## config.mk

```make
export PLATFORM = sky130hd
export DESIGN_NAME = barrel_shifter_pipe
export DESIGN_NICKNAME = d
export VERILOG_FILES = /design/src/rtl/barrel_shifter_pipe.sv
export SDC_FILE = /design/constraint.sdc
export NUM_CORES = 1
export LEC_CHECK = 0
export BUFFER_PORTS_ARGS = -buffer_cell sky130_fd_sc_hd__buf_2
export CAP_MARGIN = 25
export CELL_PAD_IN_SITES_DETAIL_PLACEMENT = 1
export CELL_PAD_IN_SITES_GLOBAL_PLACEMENT = 2
export CORE_ASPECT_RATIO = 0.8
export CORE_MARGIN = 2
export CORE_UTILIZATION = 38
export CTS_BUF_LIST = sky130_fd_sc_hd__clkbuf_4 sky130_fd_sc_hd__clkbuf_8 sky130_fd_sc_hd__clkbuf_16
export CTS_CLUSTER_DIAMETER = 60
export DETAILED_ROUTE_END_ITERATION = 6
export MAX_ROUTING_LAYER = met4
export PLACE_DENSITY_LB_ADDON = 0.1
export SETUP_SLACK_MARGIN = 0.2
export SLEW_MARGIN = 20
export SYNTH_ARGS = -nofsm -noshare
export SYNTH_HDL_FRONTEND = slang
export SYNTH_SLANG_ARGS = --single-unit
```

## constraint.sdc

```tcl
create_clock -name clk -period 1.6 [get_ports clk]
set_input_delay 0.32 -clock clk [delete_from_list [all_inputs] [get_ports clk]]
set_output_delay 0.32 -clock clk [all_outputs]
set_load 0.02 [all_outputs]
```

## src/rtl/barrel_shifter_pipe.sv

```systemverilog
// rtl/barrel_shifter_pipe.sv - pipelined rotate/shift unit, one log2 stage per register, valid/ready flow control
module barrel_shifter_pipe #(
  parameter int WIDTH = 8,
  localparam int SW = $clog2(WIDTH)
) (
  input  logic             clk,
  input  logic             rst,
  input  logic [WIDTH-1:0] din,
  input  logic [SW-1:0]    sel,
  input  logic [1:0]       mode,
  input  logic             in_valid,
  output logic             in_ready,
  output logic [WIDTH-1:0] dout,
  output logic             out_valid,
  input  logic             out_ready
);

  logic [WIDTH-1:0] data_q [SW];
  logic [SW-1:0]    sel_q  [SW];
  logic [1:0]       mode_q [SW];
  logic [SW-1:0]    valid_q;
  logic             stall;

  // Fixed-distance move used by every stage; s is a per-stage constant 2^k.
  function automatic logic [WIDTH-1:0] step(input logic [WIDTH-1:0] d,
                                            input logic [1:0] m,
                                            input int s);
    case (m)
      2'b00:   step = (d << s) | (d >> (WIDTH - s));
      2'b01:   step = (d >> s) | (d << (WIDTH - s));
      2'b10:   step = d << s;
      default: step = $signed(d) >>> s;
    endcase
  endfunction

  assign stall     = valid_q[SW-1] & ~out_ready;
  assign in_ready  = ~stall;
  assign out_valid = valid_q[SW-1];
  assign dout      = data_q[SW-1];

  // The whole pipe freezes on a stall, so bubbles are never squeezed out.
  always_ff @(posedge clk or posedge rst) begin
    if (rst) begin
      for (int k = 0; k < SW; k++) begin
        data_q[k] <= '0;
        sel_q[k]  <= '0;
        mode_q[k] <= '0;
      end
      valid_q <= '0;
    end else if (!stall) begin
      data_q[0]  <= sel[0] ? step(din, mode, 1) : din;
      sel_q[0]   <= sel;
      mode_q[0]  <= mode;
      valid_q[0] <= in_valid;
      for (int k = 1; k < SW; k++) begin
        data_q[k]  <= sel_q[k-1][k] ? step(data_q[k-1], mode_q[k-1], 1 << k) : data_q[k-1];
        sel_q[k]   <= sel_q[k-1];
        mode_q[k]  <= mode_q[k-1];
        valid_q[k] <= valid_q[k-1];
      end
    end
  end

endmodule

```

**Word-level counts from Yosys, hierarchy flattened**

Cells that the tools add are included.

- Equality and inequality tests: 6
- Multiplexer cells: 6
- Bitwise gates (word level): 8
- Reductions and logical operators: 4

Operator list:

| kind | number |
|---|---|
| $pmux 8 s3 | 2 |
| $mux 8 | 3 |
| $pmux 8 s2 | 1 |
| $or 4x8->8 | 1 |
| $or 6x8->8 | 1 |
| $or 7x8->8 | 1 |
| $or 8x1->8 | 1 |
| $or 8x2->8 | 1 |
| $eq 2x1->1 const B | 3 |
| $eq 2x2->1 const B | 3 |
| $logic_not 2->1 | 3 |
| $not 1->1 | 2 |
| $reduce_or 2->1 | 1 |
| $and 1x1->1 | 1 |

- Register bits: 37
- Bits of input ports: 17
- Output and inout port bits: 10

**Logic depth before layout (Yosys ltp)**

- Depth in word-level cells: 4
- Mapped depth: 6
- Depth with buffers taken out: 4

**Least setup slack after synthesis**

Ideal clock, no wire load.

- Path type: reg2out
- Start point: reg valid_q[2]
- End point: out in_ready
- Data arrival time: 0.980 ns
- Required time: 1.280 ns
- Slack: 0.300 ns
- Cell stages (with the launch flop): 5
- Buffers on the path: 2
- Cell sequence: dfrtp_1 nor2b_4 buf_6 inv_2 buf_2

- Longest elaborated chain between the ends: 2

Ends and longest elaborated chain:

| what | line | RTL |
|---|---|---|
| start, declared | 21 | `logic [SW-1:0] valid_q;` |
| start signal, assigned by index | 59 | `valid_q[k] <= valid_q[k-1];` |
| $and 1x1->1 | 36 | `assign stall = valid_q[SW-1] & ~out_ready;` |
| $not 1->1 | 37 | `assign in_ready = ~stall;` |
| end, declared | 12 | `output logic in_ready,` |

Every way passes these cells.

**Worst setup path in the final report**

Ends and elaborated chain as after synthesis.

==> impl_results.md <==
* WS Path Type: reg2out
* Top cells by area, synth: dfrtp_1, nand2_1, mux2i_1
* Syn Nets at 213
* Core Area at 0.00465 mm²
* Global-route wire length before repair at 7410 µm
* Die footprint at 0.00548 mm²
* Tcrit/Tclk final at 0.828
* Core Rows at 22
* Initial antenna violation count at 0
* Largest family of logic cells by synthesized area: compound AO/OA/AOI/OAI gates
* Max clock buf depth at 2
* Sw power at 1.34 mW
* Area Growth Syn to Fin at 11.4%
* Element type at the critical path end: primary output
* Drc violations at 0
* Post-route clock skew at 0.00759 ns
* Synth Area in Adders at 0
* Most frequent cells in the layout: nand2_1, dfrtp_1, buf_2
* Data arrival, critical path at 1.01 ns
* Initial Utilization at 0.400
* Switching power share of the total at 0.385
* Cell chain of the critical path: nor2b_4, inv_4, buf_6
* FILL cells at 554
* Status: finished, final reports clean
* DRT antenna net count at 0
* Share of layout cells above drive strength 1 at 0.249
* Mux cell area share after synthesis at 0.0698
* WL final at 4250 µm
* Minimum clock period at 1.33 ns
* 1st-iter DRT viols at 62
* Final setup fails at 0
* Maximum VDD drop at 0.726 mV
* Crit start category: flop
* RSZ-0062 raised after global routing: no
* Most common cell after layout, fill and taps aside: nand2_1
* Area of the multi-input gates at 826 µm²
* Worst Setup SP: valid_q[2]$_DFFE_PP0N_
* Max-cap violations at 0
* Seq pwr share at 0.438
* Vias in the first global route at 1,451
* Chip width at 82.3 µm
* Reg2reg start: valid_q[2]$_DFFE_PP0N_
* Die Height at 66.6 µm
* Yosys cell types at 29
* Pwr per Cell Area at 1680 mW/mm²
* Top_reg_cell synth: dfrtp_1
* Core Util, Final at 0.446
* FF/Latch Area at 852 µm²
* Post-Synth Simple-Gate Area at 0.150
* Crit path max fanout at 2
* DP Worst Slack at 0.289 ns
* Largest area contributor in the netlist: dfrtp_1
* Peak Freq at 755 MHz
* DR WL/cell at 15.6 µm
* Worst Path Required at 1.28 ns
* Setup crit end: in_ready
* Avg Cell Area, Syn at 9.51 µm²
* FFs w/ async S/R, synth at 1.00
* Clock Latency Late Sink at 0.28 ns
* Total grt overflow at 0
* Gpl congestion at 0.764
* Post-synthesis sequential element count at 34
* Largest net degree at the start of global routing at 45
* Comb pwr share at 0.371
* Post-synth top area share at 0.457
* Clock-pin slew on the worst setup and hold paths at 0.07 ns
* Worst Hold Class: in2async
* Sequential fraction of the synthesis area at 0.457
* Max-slew violations at 0
* Max stage delay on crit path at 0.34 ns
* TritonCTS clock tree: built
* CTS Root Cell: clkbuf_8
* Actual slew at the worst max-slew pin at 0.501 ns
* Half-perimeter wire length after placement at 3090 µm
* GRT Resource Usage Total at 0.187
* FF-to-FF setup slack at 0.34 ns
* Max_slew headroom at 0.666
* Syn Inst Count at 196
* CP max-delay cell: dfrtp_1
* Slack of the critical path at 0.275 ns
* Pre-antenna DRT Iters at 4
* Internal power at 2.15 mW
* Vias per cell at 5.31
* Final Net Count at 229
* XOR/XNOR Fraction of Synth Area at 0
* Port bufs at 26
* Pleak at 1.01 nW
* Final Hold Viols at 0
* TNS Setup at 0 ns
* Clock Sinks at 34
* Warnings from Yosys at 0
* Compound-Gate Fraction of Synth Area at 0.219
* Antenna cell count at 0
* Total CTS buffers at 5
* Reg-to-Reg End: data_q[15]$_DFFE_PP0N_
* I/O pins at 27
* Number of synthesized flops with an enable pin at 0
* Cells on worst reg2reg path at 6
* Detailed-route via count at 1,449
* Hold_buf cts at 0
* Clock power frac at 0.191
* Cell area after synthesis at 0.00186 mm²
* # H-tree levels at 2
-- what timing repair did --
item | in CTS | in global routing
hold endpoints to repair | 0 | 0
setup endpoints to repair | 1 | 6
buffers inserted | 2 | 0
resized for setup | 2 | 3
-- sequential cells by signal, summed over array words and instances (netlist names) --
name and count:
valid_q 3, dout 8, sel_q 3, mode_q 4
data_q 16
-- area by class of cell --
cell class | count | share of cell area
inverters | 5 | 0.0102
well taps | 60 | 0.0362
clock buffers | 7 | 0.0434
clock inverters | 1 | 0.00241
multi-input cells | 134 | 0.398
flip-flops and latches | 34 | 0.410
repair buffers | 32 | 0.0995
-- critical path: cells and delay by family, from the launching register on --
family | cells | cell delay (ns)
buffers and inverters | 2 | 0.17
flip-flops | 1 | 0.34
AND/OR/NAND/NOR | 1 | 0.21
-- power groups by stage --
stage          Clock (mW)  Combinational, mW  Sequential, mW
6_report            0.665               1.29            1.53
5_1_grt             0.740               1.46            1.59
4_1_cts             0.692               1.31            1.53
3_5_place_dp            0               1.27            1.55
3_3_place_gp            0               1.22            1.51
2_1_floorplan           0               1.16            1.40
-- stage by stage --
| stage | hold WS (ns) | cell area [µm²] | power (mW) | instances |
|---|---|---|---|---|
| floorplan | 0.430 | 1860 | 2.56 | 196 |
| global placement | 0.433 | 1950 | 2.74 | 263 |
| detailed placement | 0.445 | 1950 | 2.82 | 263 |
| CTS | 0.134 | 2060 | 3.53 | 273 |
| global route | 0.181 | 2080 | 3.79 | 273 |
| finish | 0.124 | 2080 | 3.49 | 273 |
-- Yosys cell counts (2+ instances only) --
cell      instances
mux2i_1          13
a31oi_1           4
nor2b_1           7
o22a_1            2
buf_4             9
buf_2             8
inv_1             4
a21o_1            9
buf_6             6
nand2_1          37
nand2b_1          2
a211oi_1          4
dfrtp_1          34
o311a_1           2
a21oi_1           9
o21ai_0          14
nor2_1           14
o21ai_1           3
a211oi_2          5
-- routing by layer --
layer	up-vias	GRT usage	wire, µm
li1	700	-	-
met1	726	0.247	2010
met2	18	0.288	2050
met3	5	0.0447	146
met4	0	0.0500	43
met5	-	-	0
-- how the worst min path moves through the flow --
stage,from,end,slack (ns),depth (start not counted)
3_5_place_dp,rst,sel_q[8]$_DFFE_PP0N_,0.45,3
2_1_floorplan,valid_q[1]$_DFFE_PP0N_,valid_q[1]$_DFFE_PP0N_,0.43,2
3_3_place_gp,rst,sel_q[8]$_DFFE_PP0N_,0.43,3
6_report,rst,sel_q[8]$_DFFE_PP0N_,0.12,3
5_1_grt,rst,sel_q[8]$_DFFE_PP0N_,0.18,3
4_1_cts,rst,data_q[21]$_DFFE_PP0N_,0.13,3
-- logic make-up after synthesis --
group,count (synthesis)
buf+inv,28
compound gates,58
mux,13
simple gates,63
flops,34
(Power assumes the default switching activity.)
